### src/rtl/hba_rr_arbiter.sv
// Four-slot round-robin arbiter for the HBA bus with registered one-hot grants.
// Defining HBA_ARB_WATCHDOG_EN adds a watchdog that revokes grants whose transfer is never acknowledged.
module hba_rr_arbiter #(
  parameter int unsigned TIMEOUT_CYCLES = 1023,
  parameter int unsigned CNT_WIDTH      = 16
) (
  input  logic       hba_clk,
  input  logic       hba_reset,
  input  logic [3:0] hba_mrequest,
  input  logic       hba_select,
  input  logic       hba_xferack,
  output logic [3:0] hba_mgrant,
  output logic       arb_busy,
  output logic       hba_timeout,
  output logic [1:0] hba_timeout_master
);

  localparam logic [0:0] ST_IDLE  = 1'b0;
  localparam logic [0:0] ST_GRANT = 1'b1;

  logic [0:0] state_q, state_d;
  logic [1:0] rr_ptr_q, rr_ptr_d;
  logic [1:0] gidx_q, gidx_d;
  logic [3:0] grant_q, grant_d;

  logic [7:0] req_dbl;
  logic [3:0] req_rot;
  logic [1:0] pick_off;
  logic [1:0] pick_idx;
  logic [3:0] pick_onehot;
  logic       release_now;
  logic       wd_fire;

  // Rotate the requests so bit 0 is the slot rr_ptr points at; the lowest set bit wins.
  assign req_dbl = {hba_mrequest, hba_mrequest};
  assign req_rot = 4'(req_dbl >> rr_ptr_q);

  always_comb begin
    pick_off = '0;
    for (int i = 3; i >= 0; i--) begin
      if (req_rot[i]) pick_off = 2'(i);
    end
  end

  assign pick_idx = rr_ptr_q + pick_off;

  genvar gi;
  generate
    for (gi = 0; gi < 4; gi++) begin : g_onehot
      assign pick_onehot[gi] = (pick_idx == 2'(gi));
    end
  endgenerate

  assign release_now = !hba_mrequest[gidx_q] && !hba_select;

  always_comb begin
    state_d  = state_q;
    rr_ptr_d = rr_ptr_q;
    gidx_d   = gidx_q;
    grant_d  = grant_q;
    if (state_q == ST_IDLE) begin
      grant_d = '0;
      if (|hba_mrequest) begin
        gidx_d  = pick_idx;
        grant_d = pick_onehot;
        state_d = ST_GRANT;
      end
    end else begin
      if (release_now || wd_fire) begin
        grant_d  = '0;
        rr_ptr_d = gidx_q + 2'd1;
        state_d  = ST_IDLE;
      end
    end
  end

  always_ff @(posedge hba_clk or posedge hba_reset) begin
    if (hba_reset) begin
      state_q  <= ST_IDLE;
      rr_ptr_q <= '0;
      gidx_q   <= '0;
      grant_q  <= '0;
    end else begin
      state_q  <= state_d;
      rr_ptr_q <= rr_ptr_d;
      gidx_q   <= gidx_d;
      grant_q  <= grant_d;
    end
  end

  assign hba_mgrant = grant_q;
  assign arb_busy   = (state_q == ST_GRANT);

`ifdef HBA_ARB_WATCHDOG_EN
  logic [CNT_WIDTH-1:0] wd_cnt_q, wd_cnt_d;
  logic                 timeout_q, timeout_d;
  logic [1:0]           tmaster_q, tmaster_d;
  logic                 wd_inc;

  // An ack on the limit cycle suppresses the increment, so the ack wins over the timeout.
  assign wd_inc  = (state_q == ST_GRANT) && hba_select && !hba_xferack;
  assign wd_fire = wd_inc && (wd_cnt_q == CNT_WIDTH'(TIMEOUT_CYCLES - 1));

  always_comb begin
    wd_cnt_d  = '0;
    timeout_d = wd_fire;
    tmaster_d = wd_fire ? gidx_q : tmaster_q;
    if (wd_inc && !wd_fire) begin
      wd_cnt_d = (wd_cnt_q == {CNT_WIDTH{1'b1}}) ? wd_cnt_q : wd_cnt_q + CNT_WIDTH'(1);
    end
  end

  always_ff @(posedge hba_clk or posedge hba_reset) begin
    if (hba_reset) begin
      wd_cnt_q  <= '0;
      timeout_q <= 1'b0;
      tmaster_q <= '0;
    end else begin
      wd_cnt_q  <= wd_cnt_d;
      timeout_q <= timeout_d;
      tmaster_q <= tmaster_d;
    end
  end

  assign hba_timeout        = timeout_q;
  assign hba_timeout_master = tmaster_q;
`else
  logic [CNT_WIDTH-1:0] wd_unused;

  assign wd_fire            = 1'b0;
  assign hba_timeout        = 1'b0;
  assign hba_timeout_master = 2'b00;
  assign wd_unused          = CNT_WIDTH'(TIMEOUT_CYCLES) ^ {CNT_WIDTH{hba_xferack}};
`endif

endmodule

### config.mk
export PLATFORM = sky130hd
export DESIGN_NAME = hba_rr_arbiter
export DESIGN_NICKNAME = d
export VERILOG_FILES = /design/src/rtl/hba_rr_arbiter.sv
export SDC_FILE = /design/constraint.sdc
export NUM_CORES = 1
export LEC_CHECK = 0
export CAP_MARGIN = 10
export CORE_UTILIZATION = 40
export CTS_BUF_LIST = sky130_fd_sc_hd__clkbuf_16
export DETAILED_ROUTE_END_ITERATION = 12
export HOLD_SLACK_MARGIN = 0.1
export PLACE_DENSITY = 0.78
export RECOVER_POWER = 100
export SETUP_SLACK_MARGIN = 0.4
export SLEW_MARGIN = 25
export SYNTH_ARGS = -nofsm -noshare
export SYNTH_HDL_FRONTEND = slang
export SYNTH_SLANG_ARGS = --single-unit
### constraint.sdc
create_clock -name hba_clk -period 2.3 [get_ports hba_clk]
set_clock_uncertainty 0.2 [all_clocks]
set_input_delay 0.23 -clock hba_clk [delete_from_list [all_inputs] [get_ports hba_clk]]
set_output_delay 0.23 -clock hba_clk [all_outputs]
set_load 0.01 [all_outputs]
==> run_summary.xml <==
<?xml version="1.0" encoding="UTF-8"?>
<metrics>
  <group name="critical_path">
    <metric name="critical_path.most_common_cell" unit="">sky130_fd_sc_hd__buf_4</metric>
    <metric name="criticalPathCategory" unit="">reg2reg</metric>
    <metric name="path_delay_family" unit="">buffers and inverters</metric>
    <metric name="critical_path.endpoint_type" unit="">register</metric>
    <metric name="required" unit="ns">2.21</metric>
    <metric name="cp.arrival" unit="ns">2.02</metric>
    <metric name="timing.critical_path.slowest_stage_cell" unit="">sky130_fd_sc_hd__dfrtp_2</metric>
    <metric name="critical_path.max_stage_delay" unit="ns">0.41</metric>
    <metric name="critPathMaxFanout" unit="">5</metric>
    <metric name="timing.critical_path.cells" unit="">inv_1 &gt; buf_4 &gt; buf_4 &gt; buf_4 &gt; mux2i_1 &gt; o311ai_1 &gt; xnor2_1 &gt; buf_4 &gt; a32o_2</metric>
    <metric name="critical_path_buffers_and_inverters" unit="">5</metric>
    <metric name="worstSetupStartpointType" unit="">register</metric>
  </group>
  <group name="route">
    <metric name="wire_per_inst" unit="um">13.1</metric>
    <metric name="vias_per_cell" unit="">5.31</metric>
    <metric name="detailedRoute.firstIterationViolations" unit="">14</metric>
    <metric name="drt_first_pass_iters" unit="">4</metric>
    <metric name="route.antenna.remaining_nets" unit="">0</metric>
    <metric name="routed-via-count" unit="">552</metric>
    <metric name="post_route_wl" unit="mm">1.36</metric>
    <metric name="drc_errors" unit="">0</metric>
  </group>
  <group name="pwr">
    <metric name="internal-power" unit="uW">772</metric>
    <metric name="clockPowerShare" unit="%">24.8</metric>
    <metric name="power_leakage" unit="uW">0.000430</metric>
    <metric name="seq_power_share" unit="%">24.7</metric>
    <metric name="p_comb_share" unit="%">50.5</metric>
    <metric name="power.total" unit="uW">1210</metric>
    <metric name="ir_worst_vdd" unit="V">0.000930</metric>
    <metric name="power_density" unit="nW/um^2">1350</metric>
    <metric name="power_switching" unit="uW">433</metric>
    <metric name="p_sw_share" unit="%">35.9</metric>
  </group>
  <group name="yosys">
    <metric name="share_of_flip_flops_with_an_asynchronous_set_or_reset" unit="%">100</metric>
    <metric name="postSynthAreaPerCell" unit="um^2">9.23</metric>
    <metric name="synthDominantAreaCellType" unit="">sky130_fd_sc_hd__dfrtp_1</metric>
    <metric name="post_synth_inst_count" unit="">64</metric>
    <metric name="synth_enable_flop_cells" unit="">0</metric>
    <metric name="netlist-cell-type-count" unit="">27</metric>
    <metric name="ys_seq_area_share" unit="%">38.1</metric>
    <metric name="synth-seq-cells" unit="">9</metric>
    <metric name="synth_flop_cell" unit="">sky130_fd_sc_hd__dfrtp_1</metric>
    <metric name="yosys_warnings" unit="">0</metric>
    <metric name="synth_common_cells" unit="">sky130_fd_sc_hd__dfrtp_1, sky130_fd_sc_hd__nand2_1, sky130_fd_sc_hd__o21ai_0</metric>
    <metric name="synthTopCellsByArea" unit="">sky130_fd_sc_hd__dfrtp_1, sky130_fd_sc_hd__nand2_1, sky130_fd_sc_hd__o21ai_0</metric>
    <metric name="post-synth-top-area-fraction" unit="%">38.1</metric>
    <metric name="syn-cell-area" unit="um^2">591</metric>
  </group>
  <group name="sta">
    <metric name="setup_slack" unit="ns">0.193</metric>
    <metric name="crit_path_time_final" unit="ns">2.11</metric>
    <metric name="fin_setup_tns" unit="ns">0</metric>
    <metric name="finalCritPeriodShare" unit="%">91.6</metric>
    <metric name="slew_violations" unit="">0</metric>
    <metric name="grt_setup_unrepaired" unit="">yes</metric>
    <metric name="max_clock_freq" unit="MHz">475</metric>
    <metric name="report.final.setup_viol" unit="">0</metric>
    <metric name="final-hold-violation-count" unit="">0</metric>
  </group>
  <group name="clock_network">
    <metric name="cts_made_buffers" unit="">3</metric>
    <metric name="cts.htree.levels" unit="">1</metric>
    <metric name="cts.sinks" unit="">9</metric>
    <metric name="clock_latency" unit="ns">0.23</metric>
    <metric name="cts_root_buf" unit="">sky130_fd_sc_hd__clkbuf_16</metric>
    <metric name="worst_setup_hold_path_clk_slew" unit="ns">0.04</metric>
    <metric name="tritoncts" unit="">built</metric>
    <metric name="cts_buffer_depth" unit="">2</metric>
  </group>
  <group name="placed_design">
    <metric name="gp_congestion" unit="">0.829</metric>
    <metric name="dp_worst_setup_slack" unit="ns">-0.130</metric>
    <metric name="estimated_wirelength_of_the_detail_placed_design" unit="um">846</metric>
    <metric name="port_buffers" unit="">11</metric>
    <metric name="placed_cells" unit="">93</metric>
  </group>
  <group name="global_routing">
    <metric name="antenna_violations_before_repair" unit="">0</metric>
    <metric name="first_global_vias" unit="">497</metric>
    <metric name="grt_start_max_net_pins" unit="">10</metric>
    <metric name="global_route.overflow_total" unit="">0</metric>
    <metric name="global_route_usage_over_all_layers" unit="%">21.3</metric>
    <metric name="grt_pass1_wl" unit="mm">2.25</metric>
  </group>
  <group name="layout">
    <metric name="antenna_cells_inserted" unit="">0</metric>
    <metric name="post_route_cells_drive_above_1_share" unit="%">30.3</metric>
    <metric name="layout.nets" unit="">99</metric>
    <metric name="syn_to_final_growth" unit="%">50.8</metric>
    <metric name="stdcell_count" unit="">104</metric>
    <metric name="finalCoreUtilization" unit="%">66.8</metric>
  </group>
  <group name="die">
    <metric name="floorplan.die_area" unit="um^2">1630</metric>
    <metric name="core_area" unit="um^2">1330</metric>
    <metric name="row_count" unit="">13</metric>
    <metric name="ioPinCount" unit="">16</metric>
    <metric name="chipHeight" unit="um">40.4</metric>
    <metric name="floorplan.initialDensity" unit="%">44.3</metric>
    <metric name="die_boundary_width" unit="um">40.4</metric>
  </group>
  <group name="hold_path">
    <metric name="hold_path.class" unit="">reg2reg</metric>
  </group>
  <group name="run_status">
    <metric name="status" unit="">finished clean</metric>
  </group>
  <group name="flow_run">
    <metric name="cap_viol_max_count" unit="">0</metric>
  </group>
</metrics>
-- final timing paths --
kind	slack (ns)	depth (start not counted)	to	startpoint
min in group asynchronous	0.74	3	hba_mgrant[3]	hba_reset
worst min register to register	0.27	2	hba_mgrant[3]	hba_mgrant[3]
max in group asynchronous	0.89	3	rr_ptr_q[1]	hba_reset
worst max register to register	0.19	9	hba_mgrant[1]	rr_ptr_q[0]
worst min-delay path	0.27	2	hba_mgrant[3]	hba_mgrant[3]
worst max-delay path	0.19	9	hba_mgrant[1]	rr_ptr_q[0]
-- through the flow --
step | area [um^2] | hold slack, ns
finish | 891 | 0.267
global route | 891 | 0.296
CTS | 868 | 0.278
detailed placement | 734 | 0.270
floorplan | 602 | -0.142
global placement | 734 | 0.266
-- what timing repair did --
item                                    in CTS  in global routing
buffers inserted                             5                  1
endpoints found under the hold margin        9                  0
gates resized for setup                      8                  5
endpoints found under the setup margin       7                  5
hold buffers                                 1                  0
pin swaps                                    3                  1
-- sequential cells by signal, indices dropped and copies added (netlist names) --
register and flops:
hba_mgrant 4, gidx_q 2, arb_busy 1, rr_ptr_q 2
-- placed cells by master (no fill, tap or decap), types with 2 or more instances in the layout --
| master | count |
|---|---|
| sky130_fd_sc_hd__a21oi_1 | 3 |
| sky130_fd_sc_hd__mux2i_1 | 2 |
| sky130_fd_sc_hd__conb_1 | 3 |
| sky130_fd_sc_hd__nor2_1 | 4 |
| sky130_fd_sc_hd__nand2_2 | 2 |
| sky130_fd_sc_hd__dfrtp_2 | 2 |
| sky130_fd_sc_hd__inv_1 | 5 |
| sky130_fd_sc_hd__nand2_1 | 7 |
| sky130_fd_sc_hd__dlygate4sd3_1 | 7 |
| sky130_fd_sc_hd__xnor2_1 | 2 |
| sky130_fd_sc_hd__buf_4 | 11 |
| sky130_fd_sc_hd__o21ai_0 | 5 |
| sky130_fd_sc_hd__o221ai_2 | 2 |
| sky130_fd_sc_hd__clkbuf_16 | 3 |
| sky130_fd_sc_hd__dlygate4sd2_1 | 4 |
| sky130_fd_sc_hd__dfrtp_1 | 7 |
| sky130_fd_sc_hd__a32o_2 | 2 |
-- logic make-up after synthesis --
group | count (synthesis) | synth area share, %
AND/OR/NAND/NOR | 22 | 19.1
AO/OA/AOI/OAI | 17 | 19.5
flip-flops | 9 | 38.1
buffers and inverters | 8 | 8.26
XOR/XNOR | 3 | 4.45
multiplexers | 3 | 7.84
adder cells (fa/ha/maj) | 1 | 2.12
other | 1 | 0.635
-- area by class of cell --
| type | count | area (um^2) |
|---|---|---|
| fillers | 106 | 443 |
| multi-input cells | 49 | 353 |
| flip-flops and latches | 9 | 228 |
| repair buffers | 23 | 198 |
| clock buffers | 3 | 75.1 |
| well taps | 15 | 18.8 |
| inverters | 4 | 15.0 |
| clock inverters | 1 | 3.75 |
-- power groups by stage --
stage / Sequential (uW) / Combinational (uW) / Clock [uW]
after floorplan: 302 / 326 / 0
after global placement: 302 / 491 / 0
after detailed placement: 306 / 502 / 0
after CTS: 296 / 585 / 304
after global routing: 306 / 658 / 314
final: 297 / 609 / 299
-- metal layers --
| metal | part of all wire, % | GRT usage [%] | vias to the layer above |
|---|---|---|---|
| met5 | 0 | 0 | - |
| met4 | 0 | 2.50 | 0 |
| met3 | 4.7 | 9.44 | 0 |
| met2 | 49 | 33.3 | 14 |
| met1 | 46 | 28.0 | 267 |
| li1 | - | - | 271 |
-- tightest hold or removal path, delay by kind of cell, from the launching register on --
family	cells	cell delay (ns)
AOI/OAI and AO/OA	1	0.06
DFF	1	0.32
and+or+nand+nor	1	0.05
No activity file was read; power rests on OpenSTA's default activity.
